### config.mk
export PLATFORM = sky130hd
export DESIGN_NAME = corr_seq
export DESIGN_NICKNAME = d
export VERILOG_FILES = /design/src/rtl/corr_seq_pkg.sv /design/src/rtl/corr_addr_gen.sv /design/src/rtl/corr_seq.sv
export SDC_FILE = /design/constraint.sdc
export NUM_CORES = 1
export LEC_CHECK = 0
export CAP_MARGIN = 20
export CORE_ASPECT_RATIO = 0.8
export CORE_MARGIN = 2
export CORE_UTILIZATION = 33
export CTS_CLUSTER_SIZE = 16
export DETAILED_ROUTE_END_ITERATION = 10
export SLEW_MARGIN = 15
export SYNTH_ARGS = -nofsm -noshare
export SYNTH_HDL_FRONTEND = slang
export SYNTH_SLANG_ARGS = --single-unit
### constraint.sdc
create_clock -name ck -period 3.25 [get_ports ck]
set_input_delay 0.65 -clock ck [delete_from_list [all_inputs] [get_ports ck]]
set_output_delay 0.65 -clock ck [all_outputs]
set_load 0.005 [all_outputs]
### src/rtl/corr_seq_pkg.sv
// corr_seq_pkg: shared correlator widths and sequencer state encoding.
package corr_seq_pkg;
    localparam int DEF_ADDR_W  = 8;
    localparam int DEF_COUNT_W = 5;
    localparam int DEF_LAG_W   = 4;
    typedef enum logic {IDLE, RUN} state_t;
endpackage

### src/rtl/corr_addr_gen.sv
// corr_addr_gen: k/lag counters and modulo x/y address pair generation.
module corr_addr_gen #(
    parameter int ADDR_W  = 8,
    parameter int COUNT_W = 5,
    parameter int LAG_W   = 4
) (
    input  logic               ck,
    input  logic               rst_n,
    input  logic               en,
    input  logic               load,
    input  logic               step,
    input  logic [ADDR_W-1:0]  base,
    input  logic [COUNT_W-1:0] count,
    input  logic [LAG_W-1:0]   lags,
    output logic [ADDR_W-1:0]  x_raddr,
    output logic [ADDR_W-1:0]  y_raddr,
    output logic               first,
    output logic               last,
    output logic [LAG_W-1:0]   lag_idx,
    output logic               fin
);
    logic [COUNT_W-1:0] k, k_n;
    logic [LAG_W-1:0]   lag_n;
    logic [ADDR_W-1:0]  x_n, y_n;
    logic               first_n, last_n;

    // fin marks the final pair of the final lag currently on the outputs
    assign fin = last && (lag_idx == lags - LAG_W'(1));

    always_comb begin
        k_n     = '0;
        lag_n   = '0;
        x_n     = '0;
        y_n     = '0;
        first_n = 1'b0;
        last_n  = 1'b0;
        if (load) begin
            x_n     = base;
            y_n     = base;
            first_n = 1'b1;
            last_n  = count == COUNT_W'(1);
        end else if (step && last) begin
            lag_n   = lag_idx + LAG_W'(1);
            x_n     = base;
            y_n     = base + ADDR_W'(lag_n);
            first_n = 1'b1;
            last_n  = count == COUNT_W'(1);
        end else if (step) begin
            k_n    = k + COUNT_W'(1);
            lag_n  = lag_idx;
            x_n    = x_raddr + ADDR_W'(1);
            y_n    = y_raddr + ADDR_W'(1);
            last_n = k_n == count - COUNT_W'(1);
        end
    end

    always_ff @(posedge ck or negedge rst_n) begin
        if (!rst_n) begin
            k       <= '0;
            lag_idx <= '0;
            x_raddr <= '0;
            y_raddr <= '0;
            first   <= 1'b0;
            last    <= 1'b0;
        end else if (en) begin
            k       <= k_n;
            lag_idx <= lag_n;
            x_raddr <= x_n;
            y_raddr <= y_n;
            first   <= first_n;
            last    <= last_n;
        end
    end
endmodule

### src/rtl/corr_seq.sv
// corr_seq: multi-lag autocorrelation fetch sequencer with first/last framing.
module corr_seq
    import corr_seq_pkg::*;
#(
    parameter int ADDR_W  = DEF_ADDR_W,
    parameter int COUNT_W = DEF_COUNT_W,
    parameter int LAG_W   = DEF_LAG_W
) (
    input  logic               ck,
    input  logic               rst_n,
    input  logic               en,
    input  logic               start,
    input  logic               abort,
    input  logic [COUNT_W-1:0] count,
    input  logic [LAG_W-1:0]   lags,
    input  logic [ADDR_W-1:0]  base_addr,
    output logic [ADDR_W-1:0]  x_raddr,
    output logic [ADDR_W-1:0]  y_raddr,
    output logic               ren,
    output logic               first,
    output logic               last,
    output logic [LAG_W-1:0]   lag_idx,
    output logic               busy,
    output logic               done
);
    state_t             state, state_n;
    logic [COUNT_W-1:0] count_r, cur_count;
    logic [LAG_W-1:0]   lags_r, cur_lags;
    logic [ADDR_W-1:0]  base_r, cur_base;
    logic               nz, load, step, fin, ren_n, busy_n, done_n;

    // while idle the live inputs feed the generator so pair 0 issues on the start edge
    assign cur_count = (state == IDLE) ? count : count_r;
    assign cur_lags  = (state == IDLE) ? lags : lags_r;
    assign cur_base  = (state == IDLE) ? base_addr : base_r;
    assign nz        = (count != '0) && (lags != '0);
    assign load      = (state == IDLE) && start && !abort && nz;
    assign step      = (state == RUN) && !abort && !fin;

    always_ff @(posedge ck or negedge rst_n) begin
        if (!rst_n) begin
            state   <= IDLE;
            count_r <= '0;
            lags_r  <= '0;
            base_r  <= '0;
            ren     <= 1'b0;
            busy    <= 1'b0;
            done    <= 1'b0;
        end else if (en) begin
            state <= state_n;
            ren   <= ren_n;
            busy  <= busy_n;
            done  <= done_n;
            if (load) begin
                count_r <= count;
                lags_r  <= lags;
                base_r  <= base_addr;
            end
        end
    end

    always_comb begin
        state_n = state;
        if (state == IDLE)
            state_n = load ? RUN : IDLE;
        else if (abort || fin)
            state_n = IDLE;
    end

    always_comb begin
        ren_n  = state_n == RUN;
        busy_n = state_n == RUN;
        done_n = !abort && (((state == RUN) && fin) || ((state == IDLE) && start && !nz));
    end

    corr_addr_gen #(
        .ADDR_W (ADDR_W),
        .COUNT_W(COUNT_W),
        .LAG_W  (LAG_W)
    ) u_addr_gen (
        .ck     (ck),
        .rst_n  (rst_n),
        .en     (en),
        .load   (load),
        .step   (step),
        .base   (cur_base),
        .count  (cur_count),
        .lags   (cur_lags),
        .x_raddr(x_raddr),
        .y_raddr(y_raddr),
        .first  (first),
        .last   (last),
        .lag_idx(lag_idx),
        .fin    (fin)
    );
endmodule

==> reports/summary.txt <==
outcome -> complete, no violations
Inserted Clock Buffers -> 5
cts repair resizes -> 0
Reg clk slew, reported paths -> 70 ps
CTS tree -> built
clock sinks -> 46
PwrDens -> 564 nW/um^2
crit-path max FO -> 14
final WL -> 8.15 mm
number of flops mapped to enable cells by yosys -> 0
DIE HEIGHT -> 89.8 microns
Final Critical Period -> 2800 ps
Root Buffer -> clkbuf_16
final hold violation count -> 0
# nets final -> 413
Routed Antenna Nets -> 0
Mapped Area -> 3040 sq um
number of DRC markers in iteration 0 -> 131
Final Setup Violations -> 0
Max VDD drop -> 0.317 mV
worst skew pair latency -> 290 ps
final instance area -> 3770 sq um
register area share after synthesis -> 37.9%
Cells after Synth -> 333
asr flop ratio synth -> 100%
initial cell density of the core -> 33.8%
core area -> 9000 sq um
# hold bufs at CTS -> 0
Critical Path End Type -> register
vias in the first global route -> 2567
Routability Congestion -> 0.851
layout cells sized above 1 -> 9.47%
FP Rows -> 31
I/O Buffers -> 46
GRT Overall Usage -> 16.5%
antenna violations before repair -> 0
gr ovfl total -> 0
Worst EP required -> 3450 ps
max cap viols -> 0
most frequent cells in the layout -> nand2_1 (55), dfrtp_1 (46), clkdlybuf4s50_1 (45)
Data arrival, critical path -> 3000 ps
Placed Area -> 3610 sq um
die width -> 111 microns
Seq cells post-synth -> 46
Ant. Diodes -> 0
via density per instance -> 5.25
Synth cell types -> 50
Worst Skew -> 5.06 ps
RSZ-0062 raised after global routing -> no
DRT Pass-1 Iters -> 6
worst min path class -> primary input to async pin
H-tree Lvls -> 2
Max transition margin -> 57.1%
final period utilization -> 86.0%
post-DP HPWL -> 6.00 mm
fmax -> 358 MHz
Synth warnings -> 0
final setup TNS -> 0 ps
I/O pins -> 47
Post-CTS Setup Inserts -> 0
commonest non-fill, non-tap cell in the layout -> nand2_1
Slew Viols, Final -> 0
Crit Path Category -> register to register
Post-Syn Nets -> 367
area delta synth->final -> 24.0%
Leak -> 1.61 nW
CTS max path bufs -> 2
pin count of the biggest net entering global routing -> 47
routed vias -> 2601
Tightest Pin Transition -> 626 ps
Critical Path Source Type -> register
die area -> 9990 sq um
Mean Syn Cell Area -> 9.12 sq um
main flop type after synthesis -> dfrtp_1
first-pass GRT wire length -> 13.4 mm
WL per Instance -> 16.5 microns
DRC -> 0
cell type report:
cell class | count | area (sq um)
clock buffers | 6 | 139
clock inverters | 2 | 12.5
fillers | 897 | 5230
inverters | 13 | 48.8
multi-input cells | 258 | 1750
flip-flops and latches | 46 | 1150
well taps | 115 | 144
repair buffers | 55 | 526
stage by stage:
| stage | utilization (%) | power, mW | hold slack, ps | worst slack [ps] | std cells |
|---|---|---|---|---|---|
| after global routing | 41.9 | 2.26 | 422 | 231 | 495 |
| after floorplan | - | 1.33 | 354 | 549 | 333 |
| after CTS | 41.8 | 2.14 | 486 | 399 | 494 |
| after global placement | 40.1 | 1.58 | 455 | 231 | 486 |
| after detailed placement | 40.1 | 1.61 | 471 | 181 | 486 |
| final | 41.9 | 2.13 | 364 | 455 | 495 |
layer usage:
| layer | wire [microns] | vias up | global-route usage (%) |
|---|---|---|---|
| met5 | 0 | - | 0 |
| met4 | 49 | 0 | 2.78 |
| met3 | 440 | 8 | 3.10 |
| met2 | 3800 | 68 | 26.5 |
| met1 | 3860 | 1262 | 23.5 |
| li1 | - | 1263 | - |
cells in the mapped netlist, drive strengths merged, types with 5 or more instances:
master,instances,area [sq um]
buf,7,57.5
o21ai,22,110
nand2,55,206
xor2,11,104
a21oi,20,111
a22oi,5,37.5
clkbuf,9,33.8
nor3,7,35.0
nor2,23,86.3
mux2,7,78.8
ha,11,138
mux2i,17,195
xnor2,18,158
and3,6,37.5
dfrtp,46,1150
nand3,10,50.1
inv,13,48.8
o22ai,8,50.1
final timing paths:
| path | from | to | slack, ps | depth (start not counted) |
|---|---|---|---|---|
| max | state$_DFFE_PN0P_ | u_addr_gen.y_raddr[5]$_DFFE_PN0P_ | 450 | 9 |
| min | rst_n | count_r[3]$_DFFE_PN0P_ | 360 | 1 |
| max reg2reg | state$_DFFE_PN0P_ | u_addr_gen.y_raddr[5]$_DFFE_PN0P_ | 450 | 9 |
| min reg2reg | lags_r[1]$_DFFE_PN0P_ | lags_r[1]$_DFFE_PN0P_ | 480 | 2 |
| max in group asynchronous | rst_n | u_addr_gen.first$_DFFE_PN0P_ | 2460 | 1 |
| min in group ck | lags_r[1]$_DFFE_PN0P_ | lags_r[1]$_DFFE_PN0P_ | 480 | 2 |
power by group:
part | total, mW | internal (mW) | switching (mW)
registers | 0.820 | 0.695 | 0.125
clock network | 0.530 | 0.305 | 0.225
logic | 0.775 | 0.384 | 0.391
total | 2.13 | 1.38 | 0.741
kinds of logic (layout without fill, tap and decap cells):
family                   after synthesis  in the layout  synth area share (%)
AO/OA/AOI/OAI                         79             79                  17.7
XOR/XNOR                              29             29                  8.61
adder cells (fa/ha/maj)               12             12                  5.19
buffers and inverters                 29             76                  4.61
flip-flops                            46             46                  37.9
multiplexers                          24             24                  9.02
AND/OR/NAND/NOR                      114            114                  17.0
critical path, cell delays in order (launching register included):
cell and delay [ps]:
dfrtp_1 620, buf_4 280, mux2i_1 260, ha_1 200, xor2_1 170, xnor2_1 190, nor4_4 70, a21oi_4 450
nand3_1 250, o221ai_1 210
state kept, by name (all words and copies together) (netlist names):
name                count
u_addr_gen.k            5
u_addr_gen.x_raddr      8
u_addr_gen.last         1
u_addr_gen.y_raddr      8
u_addr_gen.lag_idx      4
done                    1
lags_r                  4
base_r                  8
count_r                 5
u_addr_gen.first        1
state                   1
Note: power is estimated with default switching activity, not from simulation.
